## config.mk

```make
export PLATFORM = sky130hd
export DESIGN_NAME = decoder_scan_flat
export DESIGN_NICKNAME = d
export VERILOG_FILES = /design/src/rtl/decoder_pkg.sv /design/src/rtl/decoder_scan_if.sv /design/src/rtl/decoder_scan_tick_gen.sv /design/src/rtl/decoder_scan.sv /design/src/flat_wrapper.sv
export SDC_FILE = /design/constraint.sdc
export NUM_CORES = 1
export LEC_CHECK = 0
export BUFFER_PORTS_ARGS = -buffer_cell sky130_fd_sc_hd__buf_4
export CAP_MARGIN = 20
export CORE_AREA = 2 2 39 41
export CTS_CLUSTER_DIAMETER = 80
export CTS_CLUSTER_SIZE = 14
export DETAILED_ROUTE_END_ITERATION = 10
export DIE_AREA = 0 0 41 43
export GPL_TIMING_DRIVEN = 1
export PLACE_DENSITY = 0.44
export SETUP_SLACK_MARGIN = 0.3
export SKIP_CTS_REPAIR_TIMING = 1
export SLEW_MARGIN = 10
export SYNTH_ARGS = -nofsm -noshare
export SYNTH_HDL_FRONTEND = slang
export SYNTH_SLANG_ARGS = --single-unit
```

## constraint.sdc

```tcl
create_clock -name clk -period 2.28 [get_ports clk]
set_clock_uncertainty 0.2 [all_clocks]
set_input_delay 0.456 -clock clk [delete_from_list [all_inputs] [get_ports clk]]
set_output_delay 0.456 -clock clk [all_outputs]
set_load 0.02 [all_outputs]
```

## src/rtl/decoder_pkg.sv

```systemverilog
// Shared types for the one-cold decoder with optional auto-scan.
// Scan support is built only with DECODER_SCAN_EN defined.
package decoder_pkg;

   typedef enum logic [1:0] {
      IDLE   = 2'd0,
      MANUAL = 2'd1,
      SCAN   = 2'd2
   } state_e;

   localparam logic [2:0] EN_PATTERN = 3'b100;

endpackage

```

## src/rtl/decoder_scan_if.sv

```systemverilog
// Pin bundle of decoder_scan: gate, select, mode, direction and led bus.
// Scan pins (mode, dir) are ignored unless DECODER_SCAN_EN is defined.
interface decoder_scan_if #(
   parameter int SEL_W = 3
);

   localparam int OUT_W = 2 ** SEL_W;

   logic [2:0]       enable;
   logic [SEL_W-1:0] switch;
   logic             mode;
   logic             dir;
   logic [OUT_W-1:0] led;

   modport master (
      output enable,
      output switch,
      output mode,
      output dir,
      input  led
   );

   modport slave (
      input  enable,
      input  switch,
      input  mode,
      input  dir,
      output led
   );

endinterface

```

## src/rtl/decoder_scan_tick_gen.sv

```systemverilog
// Scan-step divider: counts run cycles and pulses tick at DIV-1.
// Instantiated by decoder_scan only when DECODER_SCAN_EN is defined.
module tick_gen #(
   parameter int DIV = 50_000_000
) (
   input  logic clk,
   input  logic rst,
   input  logic clr,
   input  logic run,
   output logic tick
);

   localparam int CNT_W = (DIV > 1) ? $clog2(DIV) : 1;
   localparam logic [CNT_W-1:0] LAST = CNT_W'(DIV - 1);

   logic [CNT_W-1:0] cnt_q;
   logic [CNT_W-1:0] cnt_d;

   assign tick = run && (cnt_q == LAST);

   always_comb begin
      cnt_d = cnt_q;
      if (clr) begin
         cnt_d = '0;
      end else if (run) begin
         cnt_d = tick ? '0 : cnt_q + CNT_W'(1);
      end
   end

   always_ff @(posedge clk) begin
      if (rst) begin
         cnt_q <= '0;
      end else begin
         cnt_q <= cnt_d;
      end
   end

endmodule

```

## src/rtl/decoder_scan.sv

```systemverilog
// 3-to-8 style one-cold decoder with gate pins and optional auto-scan.
// Define DECODER_SCAN_EN to build the SCAN state, divider and index.
module decoder_scan
   import decoder_pkg::*;
#(
   parameter int SEL_W = 3,
   parameter int DIV   = 50_000_000
) (
   input  logic           clk,
   input  logic           rst,
   decoder_scan_if.slave  bus
);

   localparam int OUT_W = 2 ** SEL_W;

   function automatic logic [OUT_W-1:0] one_cold(
      input logic [SEL_W-1:0] i
   );
      one_cold = ~(OUT_W'(1) << i);
   endfunction

   state_e           state_q;
   state_e           state_d;
   logic [OUT_W-1:0] led_q;
   logic [OUT_W-1:0] led_d;
   logic             enabled;

   assign enabled = (bus.enable == EN_PATTERN);

`ifdef DECODER_SCAN_EN
   logic [SEL_W-1:0] idx_q;
   logic [SEL_W-1:0] idx_d;
   logic             res_q;
   logic             res_d;
   logic             load;
   logic             run;
   logic             tick;

   always_comb begin
      state_d = IDLE;
      if (enabled) begin
         state_d = bus.mode ? SCAN : MANUAL;
      end
   end

   // res_q marks a scan suspended by the gate; resume skips the reload
   always_comb begin
      load  = (state_d == SCAN) && (state_q != SCAN) && !res_q;
      run   = (state_d == SCAN) && (state_q == SCAN);
      idx_d = idx_q;
      res_d = res_q;
      if (load) begin
         idx_d = bus.switch;
      end else if (run && tick) begin
         idx_d = bus.dir ? idx_q - SEL_W'(1)
                         : idx_q + SEL_W'(1);
      end
      if (state_d == MANUAL) begin
         res_d = 1'b0;
      end else if (state_q == SCAN && state_d == IDLE) begin
         res_d = 1'b1;
      end
   end

   tick_gen #(
      .DIV (DIV)
   ) u_tick (
      .clk  (clk),
      .rst  (rst),
      .clr  (load),
      .run  (run),
      .tick (tick)
   );

   always_ff @(posedge clk) begin
      if (rst) begin
         idx_q <= '0;
         res_q <= 1'b0;
      end else begin
         idx_q <= idx_d;
         res_q <= res_d;
      end
   end
`else
   logic unused_scan;

   assign unused_scan = ^{bus.mode, bus.dir};

   always_comb begin
      state_d = enabled ? MANUAL : IDLE;
   end
`endif

   always_comb begin
      led_d = '1;
      unique case (state_d)
         IDLE:    led_d = '1;
         MANUAL:  led_d = one_cold(bus.switch);
`ifdef DECODER_SCAN_EN
         SCAN:    led_d = one_cold(idx_d);
`endif
         default: led_d = '1;
      endcase
   end

   always_ff @(posedge clk) begin
      if (rst) begin
         state_q <= IDLE;
         led_q   <= '1;
      end else begin
         state_q <= state_d;
         led_q   <= led_d;
      end
   end

   assign bus.led = led_q;

endmodule

```

## src/flat_wrapper.sv

```systemverilog
// flat-port wrapper written by rule: the top's interface ports become plain ports
module decoder_scan_flat import decoder_pkg::*;
#(
   parameter int SEL_W = 3,
   parameter int DIV   = 50_000_000
)
  (clk, rst, bus_enable, bus_switch, bus_mode, bus_dir, bus_led);
  decoder_scan_if #(.SEL_W(SEL_W)) bus_i ();
  input  logic clk;
  input  logic rst;
  input wire logic [$bits(bus_i.enable)-1:0] bus_enable;
  input wire logic [$bits(bus_i.switch)-1:0] bus_switch;
  input wire logic [$bits(bus_i.mode)-1:0] bus_mode;
  input wire logic [$bits(bus_i.dir)-1:0] bus_dir;
  output wire logic [$bits(bus_i.led)-1:0] bus_led;
  assign bus_i.enable = bus_enable;
  assign bus_i.switch = bus_switch;
  assign bus_i.mode = bus_mode;
  assign bus_i.dir = bus_dir;
  assign bus_led = bus_i.led;
  decoder_scan #(.SEL_W(SEL_W), .DIV(DIV)) u_core (.clk(clk), .rst(rst), .bus(bus_i));
endmodule
```

==> results.md <==
* Area of the mapped netlist at 255 µm²
* 1st-pass router iterations at 2
* Worst hold path class: input pin to flop
* Leakage at roughly 0.16 nW
* Final instance area at just over 400 µm²
* Status: finished clean
* CP peak stage delay at 0.30 ns
* Multi-input gate area at 95.1 µm²
* I/O pins at 18
* Crit path DAT at approximately 0.69 ns
* Post-layout nets at 50
* Worst slack, placed at roughly 0.76 ns
* Synthesis-to-finish area growth at 60.8%
* Std-Cell Rows at 14
* Yosys reg bits at 8
* Tightest Pin Transition at between 0.4 and 0.5 ns
* # setup viols final at 0
* Post-synthesis sequential area ratio at a little over three fifths
* Total number of vias at 217
* Crit path buf inv count at 1
* All-Layer GR Usage at approximately 7.1%
* Syn Nets at 30
* Hold slack at 0.235 ns
* Max FFs per register at 8
* CP max stage cell: dfxtp_1
* Critical Path End Type: output port
* Fin crit share at roughly three fifths
* Largest net degree at the start of global routing at 9
* Fillers at 152
* Critical path depth in cells at 1
* Post-DP Area at a little under 400 µm²
* RSZ-0062 raised after global routing: false
* Vias per cell at 4.02
* Max rail drop VDD at ~0.13 mV
* RePlAce Congestion at roughly 0.71
* Critical Path, Cell by Cell: buf_4
* Die area at ~1800 µm²
* Power Density at 653 nW/µm²
* Total grt overflow at 0
* Average size of a mapped cell at 12.8 µm²
* YS warnings at 0
* Vias in the first global route at 185
* Fmax at approximately 740 MHz
* DRC Markers at 0
* Initial antenna violation count at 0
* Non-filler cells, final at 54
* Crit-path max FO at 1
* Core area at 1380 µm²
* CP Data Required Time at between 1.5 and 2 ns
* Clock buffer depth at 2
* Mapped Cells at 20
* Die height at between 40 and 50 µm
* Setup CP Type: flop to output port
* TritonCTS clock tree: yes
* Port buffer count at 15
* Final WL at 480 µm
* Clock root cell: clkbuf_4
* Headroom to the max-slew limit at slightly above 70%
* Fin. Hold Viols at 0
* Setup WS post-layout at roughly 0.93 ns
* TritonCTS Buffers at 3
* Worst Setup Start Kind: flop
* Starting density of the core at a little under a fifth
* Post-route setup TNS at 0 ns
* Most frequent cells in the layout: buf_4 (15), dfxtp_1 (8), nand4b_1 (3), clkbuf_4 (3)
* ANT nets after route at 0
* Final Slew Violations at 0
* CTS clk-pin slew, worst paths at approximately 0.05 ns
* Commonest non-fill, non-tap cell in the layout: buf_4
* H-tree level count at 1
* Library cells used by synthesis at 9
* Min Tclk post-route at approximately 1.3 ns
* Worst setup path end: bus_led[1]
* Max Cap Violations at 0
* Sequential cell area at about 160 µm²
* CP delay by family, top: flip-flops
* Sink Count at 8
* Detailed Place HPWL at about 370 µm
* Fraction of layout cells with a size suffix above 1 at approximately 50%
* # diodes at 0
* DP Cell Count at roughly 50
* First-pass GRT wire length at roughly 680 µm
* DRT iter0 DRCs at 2
* Worst setup path start: u_core.bus.led[1]
* Die width at slightly above 40 µm
* WL/cell at between 8 and 9 µm
## where the power goes
part           internal, W  switching [W]
combinational    0.0000127      0.0000100
sequential        0.000141    0.000000186
clock            0.0000600      0.0000442
total             0.000213      0.0000545
## synth_stat cells
cell type | number | area, µm²
nor3b_1 | 2 | 15.0
nand3b_1 | 1 | 7.51
nor4b_4 | 1 | 23.8
nor2_1 | 1 | 3.75
nand2_1 | 2 | 7.51
nand4b_1 | 3 | 26.3
nand4_1 | 1 | 6.26
nand3_1 | 1 | 5.00
dfxtp_1 | 8 | 160
## cell type report
type / count / share of cell area, %
clock buffers: 3 / 5.49
repair buffers: 15 / 27.4
flip-flops and latches: 8 / 39.0
multi-input cells: 12 / 23.2
well taps: 16 / 4.88
## worst min path at each step
| stage | start | end | cells past startpoint |
|---|---|---|---|
| detailed placement | bus_enable[1] | u_core.bus.led[4] | 3 |
| floorplan | bus_switch[1] | u_core.bus.led[2] | 1 |
| finish | bus_enable[1] | u_core.bus.led[4] | 3 |
| CTS | bus_enable[1] | u_core.bus.led[4] | 3 |
| global placement | bus_switch[1] | u_core.bus.led[2] | 2 |
| global route | rst | u_core.bus.led[4] | 3 |
## per-stage QoR
stage,power [W],utilization (%)
floorplan,0.000150,-
global placement,0.000166,28.0
detailed placement,0.000166,28.0
CTS,0.000272,29.7
global route,0.000284,29.7
finish,0.000268,29.7
## routing by layer
metal	track usage, %	up-vias	share of wire [%]
met5	0	-	0
met4	14.0	0	4.0
met3	3.14	2	7.5
met2	9.06	9	60
met1	4.59	95	28
li1	-	111	-
## kinds of logic (layout without fill, tap and decap cells)
group	Yosys count	count (layout)	share of synthesized area, %
simple gates	12	12	37.3
flops	8	8	62.7
buf+inv	0	18	0
Power figures use the tool's default switching activity.
